[src/rtl/fb_writer_if.sv]
// Bundle of the pixel stream, frame-buffer write port and status signals of fb_writer.
// Handshake: a pixel transfers on a rising clk edge where s_valid and s_ready are both 1.
interface fb_writer_if;
    logic        start;
    logic [7:0]  s_data;
    logic        s_valid;
    logic        s_ready;
    logic [17:0] wr_addr;
    logic [7:0]  wr_data;
    logic        wr_en;
    logic        busy;
    logic        done;
    logic [15:0] checksum;
    logic [1:0]  dbg_state;

    modport slave (
        input  start, s_data, s_valid,
        output s_ready, wr_addr, wr_data, wr_en, busy, done, checksum, dbg_state
    );

    modport master (
        output start, s_data, s_valid,
        input  s_ready, wr_addr, wr_data, wr_en, busy, done, checksum, dbg_state
    );
endinterface

[src/rtl/fb_writer.sv]
// Loads an N x N raster-order grayscale stream into a column-major frame buffer.
// Optional byte checksum enabled by defining FB_WRITER_CHECKSUM_EN.
module fb_writer #(
    parameter int N = 400
) (
    input  logic     clk,
    input  logic     rst_n,
    fb_writer_if.slave bus
);
    localparam int            CW     = (N > 1) ? $clog2(N) : 1;
    localparam logic [CW-1:0] LAST   = CW'(N - 1);
    localparam logic [17:0]   STRIDE = 18'(N);

    typedef enum logic [1:0] {
        IDLE = 2'd0,
        LOAD = 2'd1,
        DONE = 2'd2
    } state_e;

    state_e        state_q, state_d;
    logic [CW-1:0] col_q, col_d;
    logic [CW-1:0] row_q, row_d;
    logic [17:0]   acc_q, acc_d;
    logic [17:0]   wr_addr_q;
    logic [7:0]    wr_data_q;
    logic          wr_en_q;

    logic s_ready, busy, done;
    logic accept, start_load, last_pix;

    assign accept     = bus.s_valid && (state_q == LOAD);
    assign start_load = bus.start && (state_q == IDLE);
    assign last_pix   = accept && (col_q == LAST) && (row_q == LAST);

    always_ff @(posedge clk or negedge rst_n) begin
        if (!rst_n) begin
            state_q <= IDLE;
        end else begin
            state_q <= state_d;
        end
    end

    always_comb begin
        state_d = state_q;
        case (state_q)
            IDLE:    if (bus.start) state_d = LOAD;
            LOAD:    if (last_pix) state_d = DONE;
            DONE:    state_d = IDLE;
            default: state_d = IDLE;
        endcase
    end

    always_comb begin
        s_ready = 1'b0;
        busy    = 1'b0;
        done    = 1'b0;
        case (state_q)
            LOAD:    begin s_ready = 1'b1; busy = 1'b1; end
            DONE:    done = 1'b1;
            default: ;
        endcase
    end

    // acc tracks col*N + row of the pixel at the head of the stream.
    always_comb begin
        col_d = col_q;
        row_d = row_q;
        acc_d = acc_q;
        if (start_load) begin
            col_d = '0;
            row_d = '0;
            acc_d = '0;
        end else if (accept) begin
            if (col_q == LAST) begin
                col_d = '0;
                row_d = last_pix ? '0 : row_q + 1'b1;
                acc_d = 18'(row_q) + 18'd1;
            end else begin
                col_d = col_q + 1'b1;
                acc_d = acc_q + STRIDE;
            end
        end
    end

    always_ff @(posedge clk or negedge rst_n) begin
        if (!rst_n) begin
            col_q     <= '0;
            row_q     <= '0;
            acc_q     <= '0;
            wr_en_q   <= 1'b0;
            wr_addr_q <= '0;
            wr_data_q <= '0;
        end else begin
            col_q   <= col_d;
            row_q   <= row_d;
            acc_q   <= acc_d;
            wr_en_q <= accept;
            if (accept) begin
                wr_addr_q <= acc_q;
                wr_data_q <= bus.s_data;
            end
        end
    end

`ifdef FB_WRITER_CHECKSUM_EN
    logic [15:0] csum_q;

    always_ff @(posedge clk or negedge rst_n) begin
        if (!rst_n) begin
            csum_q <= '0;
        end else if (start_load) begin
            csum_q <= '0;
        end else if (accept) begin
            csum_q <= csum_q + {8'h00, bus.s_data};
        end
    end

    assign bus.checksum = csum_q;
`else
    assign bus.checksum = 16'h0000;
`endif

    assign bus.s_ready   = s_ready;
    assign bus.busy      = busy;
    assign bus.done      = done;
    assign bus.wr_en     = wr_en_q;
    assign bus.wr_addr   = wr_addr_q;
    assign bus.wr_data   = wr_data_q;
    assign bus.dbg_state = state_q;
endmodule

[src/flat_wrapper.sv]
// flat-port wrapper written by rule: the top's interface ports become plain ports
module fb_writer_flat 
#(
    parameter int N = 400
)
  (clk, rst_n, bus_start, bus_s_data, bus_s_valid, bus_s_ready, bus_wr_addr, bus_wr_data, bus_wr_en, bus_busy, bus_done, bus_checksum, bus_dbg_state);
  fb_writer_if bus_i ();
  input  logic clk;
  input  logic rst_n;
  input wire logic [$bits(bus_i.start)-1:0] bus_start;
  input wire logic [$bits(bus_i.s_data)-1:0] bus_s_data;
  input wire logic [$bits(bus_i.s_valid)-1:0] bus_s_valid;
  output wire logic [$bits(bus_i.s_ready)-1:0] bus_s_ready;
  output wire logic [$bits(bus_i.wr_addr)-1:0] bus_wr_addr;
  output wire logic [$bits(bus_i.wr_data)-1:0] bus_wr_data;
  output wire logic [$bits(bus_i.wr_en)-1:0] bus_wr_en;
  output wire logic [$bits(bus_i.busy)-1:0] bus_busy;
  output wire logic [$bits(bus_i.done)-1:0] bus_done;
  output wire logic [$bits(bus_i.checksum)-1:0] bus_checksum;
  output wire logic [$bits(bus_i.dbg_state)-1:0] bus_dbg_state;
  assign bus_i.start = bus_start;
  assign bus_i.s_data = bus_s_data;
  assign bus_i.s_valid = bus_s_valid;
  assign bus_s_ready = bus_i.s_ready;
  assign bus_wr_addr = bus_i.wr_addr;
  assign bus_wr_data = bus_i.wr_data;
  assign bus_wr_en = bus_i.wr_en;
  assign bus_busy = bus_i.busy;
  assign bus_done = bus_i.done;
  assign bus_checksum = bus_i.checksum;
  assign bus_dbg_state = bus_i.dbg_state;
  fb_writer #(.N(N)) u_core (.clk(clk), .rst_n(rst_n), .bus(bus_i));
endmodule
[config.mk]
export PLATFORM = sky130hd
export DESIGN_NAME = fb_writer_flat
export DESIGN_NICKNAME = d
export VERILOG_FILES = /design/src/rtl/fb_writer_if.sv /design/src/rtl/fb_writer.sv /design/src/flat_wrapper.sv
export SDC_FILE = /design/constraint.sdc
export NUM_CORES = 1
export LEC_CHECK = 0
export CELL_PAD_IN_SITES_DETAIL_PLACEMENT = 0
export CELL_PAD_IN_SITES_GLOBAL_PLACEMENT = 2
export CORE_MARGIN = 4
export CORE_UTILIZATION = 34
export DETAILED_ROUTE_END_ITERATION = 8
export PLACE_DENSITY_LB_ADDON = 0.1
export SETUP_SLACK_MARGIN = 0.1
export SYNTH_ARGS = -nofsm -noshare
export SYNTH_HDL_FRONTEND = slang
export SYNTH_SLANG_ARGS = --single-unit
[constraint.sdc]
create_clock -name clk -period 3.13 [get_ports clk]
set_input_delay 0.4695 -clock clk [delete_from_list [all_inputs] [get_ports clk]]
set_output_delay 0.4695 -clock clk [all_outputs]
set_load 0.02 [all_outputs]
# After elaboration in Yosys (flattened, before gate mapping)
# Cells that the tools add are included.
totals:
  regBits: 65
  inputBits: 12
classes:
  eq_ne: 6
  n_reduce_logical: 9
  add_sub_neg: 4
  muxes: 15
op_table:
  columns: ["operator", "count"]
  rows:
  - ["$mux 9", 7]
  - ["$mux 18", 3]
  - ["$add 18x9->18 const B", 1]
  - ["$add 9x1->9 const B", 2]
  - ["$eq 9x9->1 const B", 2]
  - ["$add 9x1->10 const B", 1]
  - ["$logic_and 1x1->1", 4]
  - ["$mux 2", 2]
  - ["$pmux 2 s2", 1]
  - ["$reduce_and 2->1", 2]
  - ["$reduce_bool 2->1", 2]
  - ["$eq 2x1->1 const B", 1]
  - ["$eq 2x2->1 const B", 1]
  - ["$logic_not 2->1", 1]
  - ["$mux 1", 2]
  - ["$ne 2x1->1 const B", 1]
  - ["$ne 2x2->1 const B", 1]

# Longest topological paths before layout
# Gate-level depths: netlist of the first run.
logic_depth:
  word_depth: 8
  mapped_depth: 7

# Worst setup path before layout of the first run
# No wires, ideal clock.
synth_timing:
  path_type: "register to register"
  from: "register u_core.state_q[1] (netlist: u_core.bus.dbg_state[1])"
  to: "register u_core.col_q[7]"
  arrival_time_ns: 1.945
  t_required_ns: 3.048
  n_path_buf: 1
  path_stages_with_launch: 6
  path_slack_ns: 1.103
  synth_period_minus_slack_ns: 2.027
  path_cell_list: "dfrtp_1 -> or3b_1 -> buf_6 -> a211o_1 -> or4b_1 -> a31oi_1"
synth_between:
  elab_chain_len: 3
  elab_cells_between_ends: 6
  classes_between: "eq/ne: 1; mux: 1; reduce/logical: 4"
synth_lines:
  columns: ["element", "line_no", "source"]
  rows:
  - ["from (decl)", "fb_writer.sv:20", "state_e state_q, state_d;"]
  - ["from (signal assigned)", "fb_writer.sv:39", "state_q <= state_d;"]
  - ["$eq 2x1->1 or $logic_not 2->1 (tied branches)", "fb_writer.sv:31, fb_writer.sv:32", null]
  - ["$logic_and 1x1->1, on equally long branches", "fb_writer.sv:31, fb_writer.sv:32", null]
  - ["$reduce_bool 2->1 (no source line) or $mux 9 (tied branches)", null, null]
  - ["to (signal assigned)", "fb_writer.sv:94", "col_q <= col_d;"]
  - ["to (decl)", "fb_writer.sv:21", "logic [CW-1:0] col_q, col_d;"]
# Several ways; a longest one is shown, not always the timed one.
# A chain may end at the register's enable or synchronous reset.

# Worst setup path after layout of the first run
layout_timing:
  from: "input port bus_s_valid"
  to: "register u_core.acc_q[12]"
layout_between:
  elab_chain_len: 2
layout_lines:
  columns: ["element", "line_no", "source"]
  rows:
  - ["from (decl)", "flat_wrapper.sv:12", "input wire logic [$bits(bus_i.s_valid)-1:0] bus_s_valid;"]
  - ["$logic_and 1x1->1", "fb_writer.sv:31", "assign accept = bus.s_valid && (state_q == LOAD);"]
  - ["$reduce_bool 2->1 (no source line)", null, null]
  - ["to (signal assigned)", "fb_writer.sv:89", "acc_q <= '0;"]
  - ["to (signal assigned)", "fb_writer.sv:96", "acc_q <= acc_d;"]
  - ["to (decl)", "fb_writer.sv:23", "logic [17:0] acc_q, acc_d;"]
# No other way between the ends.

==> results list, run 1 <==
- The setup check on the worst reg-to-reg path leaves a slack of 1.01 ns.
- Final GP Congestion: 0.7579
- The floorplan step defined a die boundary enclosing 10970 um^2.
- Setup repair after global routing left no endpoint under its margin.
- In this run, synthesis produced a sequential element count of 65.
- During I/O placement, the number of pins put on the boundary was 60.
- Routed Wire Length: 7.729 mm
- Initial core utilization: 34.76%
- For this run, the register share of the synthesized area comes to 51.12%.
* Insertion delay to the later sink of the worst-skew pair: 0.35 ns
* Worst slack, placed: 0.6132 ns
- Global routing finished with a remaining overflow of 0.
- The number of pins with negative max-slew slack in the final report is 0.
- Detailed placer's ending HPWL: 5.256 mm
- Measured against its own limit, the worst slew margin works out to 39.40%.
- For this run, asynchronously set or reset flops after synthesis account for 100.0%.
- Data arrival time of the critical path: 2.42 ns
- Top_reg_cell synth: sky130_fd_sc_hd__dfrtp_1
- Final Hold Vio Count: 0
- The number of hold buffers added after CTS was 0.
- Length in cells of the worst reg-to-reg path: 5
- Mux share of post-synthesis cell area: 0%
* Highest ir drop seen on vdd: 0.2109 mV
- Core box area: 9153 um^2
- In the synthesized netlist, the cells that appear most often are 93 x sky130_fd_sc_hd__nand2_1, 65 x sky130_fd_sc_hd__dfrtp_1, 18 x sky130_fd_sc_hd__o21ai_0.
- Total negative setup slack: 0 ns
- The synthesized design spends more area on one cell type than any other, namely sky130_fd_sc_hd__dfrtp_1.
- Run status: complete, no violations
- In this run the worst setup path begins at bus_s_valid.
- Overall via count from detail_route: 2566
* Fin crit share: 68.83%
- Layout Nets: 409
- Area of the mapped netlist: 3182 um^2
- The worst setup path is captured at a flip-flop.
- The initial antenna violation count was 0.
- Resized cells post-CTS: 0
- Combined global-route utilization of all metal layers: 15.24%
* Cell seen most often among critical-path stages: sky130_fd_sc_hd__o21ai_0
- In this run the number of H-tree levels came out at 3.
* Largest incremental delay on the critical path: 0.45 ns
* Power per cell area: 654.9 nW/um^2
- Compared with the post-synthesis result, the final layout area differs by 22.22%.
- The tree built by TritonCTS fans out to 65 sinks.
* Worst Hold Slack: 0.1005 ns
- In this run, the number of DRC markers left after iteration 0 of detailed routing was 92.
- The critical path is of the in2reg type.
- The min-delay analysis places its worst path in the category in2async.
- The detail route stage leaves a number of antenna-violating nets equal to 0.
- Top cells by area in the synthesized netlist: sky130_fd_sc_hd__dfrtp_1 51%, sky130_fd_sc_hd__nand2_1 11%, sky130_fd_sc_hd__buf_4 4.0%, sky130_fd_sc_hd__o21ai_0 2.8%, sky130_fd_sc_hd__nand3_1 2.5%
- CTS tree: done
- The layout has 934 filler cells.
* Wire length of the first global-routing pass: 13.37 mm
- Height of the die: 104.7 um
- Derived from the worst setup path, the maximum achievable clock frequency is 464.2 MHz.
* Longest Clk Path Bufs: 2
- Final worst slack: 0.9756 ns
- In this run, synthesis inferred 0 flip-flops with an integrated enable.
* Ys Warns: 0
- Clock-pin slew was measured on the worst setup and hold paths at 0.08 ns.
* DR WL/cell: 15.15 um
- After Yosys synthesis, full adders, half adders and majority gates account for 1.180% of the synthesized area.
- Tightest Pin Transition: 0.9049 ns
- For the worst setup path, the data required time is 3.39 ns.
* Leak pwr: 1.738 nW
* Clock Skews: 0.01399 ns
- Most numerous cell in the Yosys netlist: sky130_fd_sc_hd__nand2_1
* Pin count of the biggest net entering global routing: 36
* Port-buffer cells: 43
- Setup violations remaining at the end of the flow were counted as 0.
- The critical path goes through clkdlybuf4s50_1, nand3b_1, inv_1, o21ai_0, or3_1, o21ai_0.
- STA classifies the critical path startpoint as a primary input.
* Number of library cell types mapped by synthesis: 48
- The repair_antennas step left the layout with diodes totalling 0.
- Clock tree synthesis inserted a total of 9 buffers.
- The synthesized netlist devotes 23.83% of its cell area to simple gates.
- Startpoint of the most critical register-to-register path: u_core.bus.dbg_state[1]
- Horizontal die dimension: 104.7 um
- The first detailed-routing pass took 5 iterations.
* Number of instances in the synthesized netlist: 346
- In this run the critical register-to-register path is captured at u_core.acc_q[12].
- For the finished layout, the period the worst path requires is 2.154 ns.
- The number of global-route vias before repair is 2531.
- The slowest stage of the critical path is the sky130_fd_sc_hd__clkdlybuf4s50_1 cell.
- Placement row count: 35
- Fraction of layout instances using a drive strength above 1: 7.268%
- Using the TritonRoute via totals, the vias-per-cell ratio works out to 5.031.
* Clock root cell: sky130_fd_sc_hd__clkbuf_8
- Of the total synthesized cell area, the portion taken by XOR and XNOR cells is 3.854%.
* Mean post-synth cell area: 9.196 um^2
- The number of setup buffers added after CTS is 0.
* Overall power: 2.547 mW
- Of all nets on the critical path, the largest fanout is 12.
* DRC violation count after routing: 0
* Area fraction in compound gates after synthesis: 13.17%
* Share of the synthesized area in the top cell type: 51.12%
- Dominant combinational cell family by area after synthesis: simple AND/OR/NAND/NOR gates
* MaxCap Viol Count: 0
-- critical path, delay by kind of cell --
family | cells | cell delay (ns)
AO/OA/AOI/OAI | 2 | 0.46
AND/OR/NAND/NOR | 2 | 0.67
buffers and inverters | 2 | 0.82
-- metal layers --
metal | global-route usage [%] | routed length [um]
met3 | 2.656 | 299
met4 | 6.748 | 140
met2 | 23.83 | 3469
met1 | 20.68 | 3819
met5 | 0 | 0
-- final cells by class --
| cell class | instances | area, um^2 | share of cell area (%) |
|---|---|---|---|
| Inverter | 6 | 22.52 | 0.5792 |
| Timing Repair Buffer | 54 | 508.0 | 13.06 |
| Clock inverter | 6 | 67.56 | 1.737 |
| Sequential cell | 65 | 1627 | 41.83 |
| Tap cell | 111 | 138.9 | 3.571 |
| Clock buffer | 10 | 127.6 | 3.282 |
| Multi-Input combinational cell | 258 | 1398 | 35.94 |
-- per-stage QoR --
stage,utilization [%],instance area (um^2),std cells
2_1_floorplan,-,3238,361
3_3_place_gp,40.36,3694,494
3_5_place_dp,40.36,3694,494
4_1_cts,42.49,3889,510
5_1_grt,42.49,3889,510
6_report,42.49,3889,510
-- report_power, final --
| group | internal, mW | switching, mW |
|---|---|---|
| logic | 0.295 | 0.353 |
| registers | 0.994 | 0.179 |
| clock network | 0.371 | 0.356 |
| total | 1.66 | 0.888 |
-- worst max path at each step --
stage                            end  slack (ns)
finish              u_core.acc_q[12]        0.98
global route        u_core.acc_q[12]        0.82
CTS                 u_core.acc_q[17]        0.97
detailed placement  u_core.acc_q[17]        0.61
global placement    u_core.acc_q[17]        0.69
floorplan            u_core.col_q[7]        1.10
-- cell families after synthesis --
kind of cell	count (synthesis)
AO/OA/AOI/OAI	64
XOR/XNOR	14
adder cells (fa/ha/maj)	3
buffers and inverters	38
flip-flops	65
other	1
AND/OR/NAND/NOR	161
-- sequential cells by signal (all words and copies together) (netlist names) --
signal / flops
u_core.row_q: 9
u_core.bus.dbg_state: 2
u_core.acc_q: 18
u_core.bus.wr_data: 8
u_core.bus.wr_addr: 18
u_core.bus.wr_en: 1
u_core.col_q: 9
-- layout by cell type (no fill, tap or decap), types with 2 or more instances in the layout --
| cell type | netlist | routed |
|---|---|---|
| sky130_fd_sc_hd__inv_1 | 6 | 6 |
| sky130_fd_sc_hd__dfrtp_1 | 65 | 65 |
| sky130_fd_sc_hd__xor2_1 | 6 | 6 |
| sky130_fd_sc_hd__a211o_1 | 3 | 3 |
| sky130_fd_sc_hd__nand4b_1 | 3 | 3 |
| sky130_fd_sc_hd__clkdlybuf4s50_1 | 0 | 42 |
| sky130_fd_sc_hd__o211ai_1 | 3 | 3 |
| sky130_fd_sc_hd__clkbuf_8 | 0 | 9 |
| sky130_fd_sc_hd__xnor2_1 | 8 | 8 |
| sky130_fd_sc_hd__or3_1 | 5 | 5 |
| sky130_fd_sc_hd__nand4_1 | 4 | 4 |
| sky130_fd_sc_hd__a21o_1 | 2 | 2 |
| sky130_fd_sc_hd__nor2_1 | 12 | 12 |
| sky130_fd_sc_hd__ha_1 | 3 | 3 |
| sky130_fd_sc_hd__clkinvlp_4 | 0 | 2 |
| sky130_fd_sc_hd__a21oi_1 | 11 | 11 |
| sky130_fd_sc_hd__a211oi_1 | 7 | 7 |
| sky130_fd_sc_hd__nand2_1 | 93 | 93 |
| sky130_fd_sc_hd__nand3b_1 | 6 | 6 |
| sky130_fd_sc_hd__conb_1 | 1 | 16 |
| sky130_fd_sc_hd__buf_4 | 17 | 11 |
| sky130_fd_sc_hd__a31oi_1 | 5 | 5 |
| sky130_fd_sc_hd__a22o_1 | 5 | 5 |
| sky130_fd_sc_hd__o21bai_1 | 2 | 2 |
| sky130_fd_sc_hd__o21ai_0 | 18 | 18 |
| sky130_fd_sc_hd__nand3_1 | 16 | 16 |
| sky130_fd_sc_hd__nor3_1 | 9 | 9 |
Note: power is estimated with default switching activity, not from simulation.
==> inputs of run 2 (changes only) <==
- CORE_UTILIZATION: 34 -> 28
- clock period: 3.13 -> 1.8 ns (I/O delays scaled with it)
==> run 2 against run 1 <==
Sequential cell count unchanged. Clock-buffer cell count rose by 4. Register-to-register slack worse by 1.0 ns. Non-clock buffer count up 44. Global-route usage is 1.7 points lower. Setup slack worse by 0.97 ns. Sequential share of layout area is 5.4 points lower. Clock power up 120%. Critical path depth decreased by 2. Combinational power is 120% higher. Design area is 15% higher. First-iteration DRC count grew 29%.
==> results list, run 2 (same netlist as run 1, synthesis figures left out) <==
* Run status: complete, no violations
- DRC violation count after routing: 0 (unchanged)
- The total die area is 13130 um^2 (+20%).
- The net switching share of the total power is 31.99% (-2.9 points).
- Via density: 4.683 (-6.9%)
- The number of hold-slack violations in the final timing report was 0 (unchanged).
- Ordered cell list for the critical path: or3b_4, a211o_1, or4b_1, a31oi_1
- The worst setup path is of the reg2reg kind.
- Max Clk Rate: 556.5 MHz
- The total routing usage reported by global routing came to 13.55% (-1.7 points).
* Clock tree sinks: 65 (unchanged)
* Number of antenna-violating nets in the routed design: 0 (unchanged)
- The maximum number of pins on one net before global-route repair was 42 (+17%).
* CP Buf/Inv Count: 0 (-2)
- The final global-route overflow total was 0 (unchanged).
* Internal cell power: 3.443 mW (+110%)
* Data arrival time of the critical path: 2.04 ns (-0.38 ns)
- The clock latency on the worst-skew pair was 0.33 ns (-0.02 ns).
- The total power is 5.063 mW (+99%).
* DR WL/cell: 14.49 um (-4.4%)
- Gate family responsible for the most delay along the worst path: simple AND/OR/NAND/NOR gates
- H-tree levels: 3 (unchanged)
- Total negative setup slack: 0 ns (unchanged)
- STA classifies the critical path endpoint as a flip-flop.
- The relative slew slack came to 66.06% (+27 points).
- Slowest CP cell: sky130_fd_sc_hd__or4b_1
* Fill cell total of the finished layout: 1131 (+21%)
- The worst register-to-register path ends at u_core.col_q[7].
* Clock Skews: 0.007550 ns (-0.006442 ns)
- The number of violations of the max-capacitance limit was 0 (unchanged).
- The number of pins with negative max-slew slack in the final report was 0 (unchanged).
* Pre-Repair DR Iteration Count: 4 (-1)
- Layout Nets: 453 (+11%)
- Area taken by flip-flops and latches: 1629 um^2 (+0.15%)
- The final core utilization is 40.68% (-1.8 points).
- Tightest Hold Check Type: in2async
* Number of antenna violations at the first check in global routing: 0 (unchanged)
- Final worst slack: 0.003195 ns (-0.9724 ns)
- The maximum root-to-sink buffer count came to 2 (unchanged).
* Combinational group share of total power: 28.3% (+2.9 points)
- The leakage power summed over all cells came to 2.015 nW (+16%).
* Final GP Congestion: 0.7738 (+2.1%)
- The actual transition at the worst max-transition pin was 0.4963 ns (-0.4086 ns).
- The area of combinational cells with multiple inputs came to 1493 um^2 (+6.8%).
* Horizontal die dimension: 114.6 um (+9.4%)
- The final number of setup-violating endpoints was 0 (unchanged).
- The startpoint identified for the worst register-to-register timing path is u_core.bus.dbg_state[0].
- The first-iteration detailed-routing DRC count came to 119 (+29%).
- STA classifies the critical path startpoint as a flip-flop.
* Worst Hold Slack: 0.3184 ns (+0.2179 ns)
* Minimum clock period: 1.797 ns
- Met2 track demand over resource: 20.68% (-3.1 points)
- The count of input and output buffers came to 43 (unchanged).
- Clock power share: 32.2% (+3.7 points)
- The chip height came to 114.6 um (+9.4%).
- The met3 global-route usage is 2.484% (-0.17 points).
- In this run the most used layer during global routing was met2.
- Core box area: 10980 um^2 (+20%)
- Power share of the sequential group: 39.5% (-6.5 points)
- Largest driver fanout on the critical path: 4 (-8)
* Power per cell area: 1133 nW/um^2 (+73%)
* Wire length of the first global-routing pass: 14.06 mm (+5.2%)
* Antenna diodes: 0 (unchanged)
- Detailed placer's ending HPWL: 5.994 mm (+14%)
- Routed Wire Length: 8.447 mm (+9.3%)
* Area Overhead vs Synth: 40.42%
* CTS tree: done
- Worst-path clk slew: 0.06 ns (-0.02 ns)
* Highest ir drop seen on vdd: 0.4581 mV (+120%)
* Met1 Usage GRT: 18.93% (-1.8 points)
- The maximum cell stage delay along the critical path is 0.46 ns (about the same).
* P_sw: 1.619 mW (+82%)
* Setup slack, reg-to-reg: 0.003 ns (-1.01 ns)
* Setup repair after global routing missed its margin: yes
* Fraction of layout instances using a drive strength above 1: 20.32% (+13 points)
- Data required time at the worst endpoint: 2.05 ns (-1.34 ns)
- Cts bufs inserted: 9 (unchanged)
* Placement row count: 38 (+8.6%)
* Clock root cell: sky130_fd_sc_hd__clkbuf_16
- The starting density of the core was 28.97% (-5.8 points).
- The placement-stage worst setup slack is -0.3410 ns (-0.9542 ns).
- Leaving out fill and tap cells, the most frequent cells in the layout are 93 x sky130_fd_sc_hd__nand2_1, 63 x sky130_fd_sc_hd__dfrtp_1, 47 x sky130_fd_sc_hd__buf_4.
- Overall via count from detail_route: 2730 (+6.4%)
- The number of top-level pins was 60 (unchanged).
- Number of global-route vias before repair: 2757 (+8.9%)
- The number of cell instances on the worst register-to-register path came to 4 (-1).
* Most common library cell in the layout ignoring fill and taps: sky130_fd_sc_hd__nand2_1
* Fin crit share: 99.82%
## run 2: metal layers
metal	vias up	share of wire, %
met5	-	0
met4	0	1.3
met3	9	4.4
met2	55	45
met1	1301	50
li1	1365	-
## run 2: through the flow
step / instances / area [um^2]
after detailed placement: 559 / 4038
after floorplan: 361 / 3252
final: 583 / 4468
after CTS: 578 / 4359
after global routing: 583 / 4468
after global placement: 559 / 4038
## run 2: area by class of cell
class | instances | share of cell area, %
clock inverter | 2 | 0.2800
clock buffer | 14 | 5.909
timing repair buffer | 98 | 19.52
multi-input combinational | 258 | 33.41
tap | 140 | 3.920
sequential | 65 | 36.46
inverter | 6 | 0.5041
## run 2: worst register-to-register path, delay by kind of cell, from the launching register on
family	cells	cell delay (ns)
AOI/OAI and AO/OA	2	0.45
DFF	1	0.40
and+or+nand+nor	2	0.88
## run 2: worst max-delay path by stage
stage	startpoint	to	slack (ns)	depth (start not counted)
2_1_floorplan	u_core.bus.dbg_state[0]	u_core.col_q[7]	-0.13	5
3_3_place_gp	bus_start	u_core.col_q[7]	-0.33	5
3_5_place_dp	bus_start	u_core.col_q[7]	-0.34	5
4_1_cts	u_core.bus.dbg_state[0]	u_core.col_q[7]	-0.006	4
5_1_grt	u_core.bus.dbg_state[0]	u_core.col_q[7]	-0.12	4
6_report	u_core.bus.dbg_state[0]	u_core.col_q[7]	0.003	4
## run 2: power by group through the flow
stage | Sequential, mW | Combinational, mW | Clock [mW]
2_1_floorplan | 2.11 | 0.597 | 0
3_3_place_gp | 2.01 | 1.35 | 0
6_report | 2.00 | 1.43 | 1.63
3_5_place_dp | 2.00 | 1.36 | 0
4_1_cts | 1.98 | 1.39 | 1.68
5_1_grt | 2.05 | 1.59 | 1.75
## run 2: timing repair
action                                  CTS  global route
gates cloned                              0             1
hold buffers                              1             0
endpoints found under the hold margin     6             0
gates resized for setup                  14            23
setup buffers                             2             4
pin swaps                                 2             8
endpoints found under the setup margin   26            18
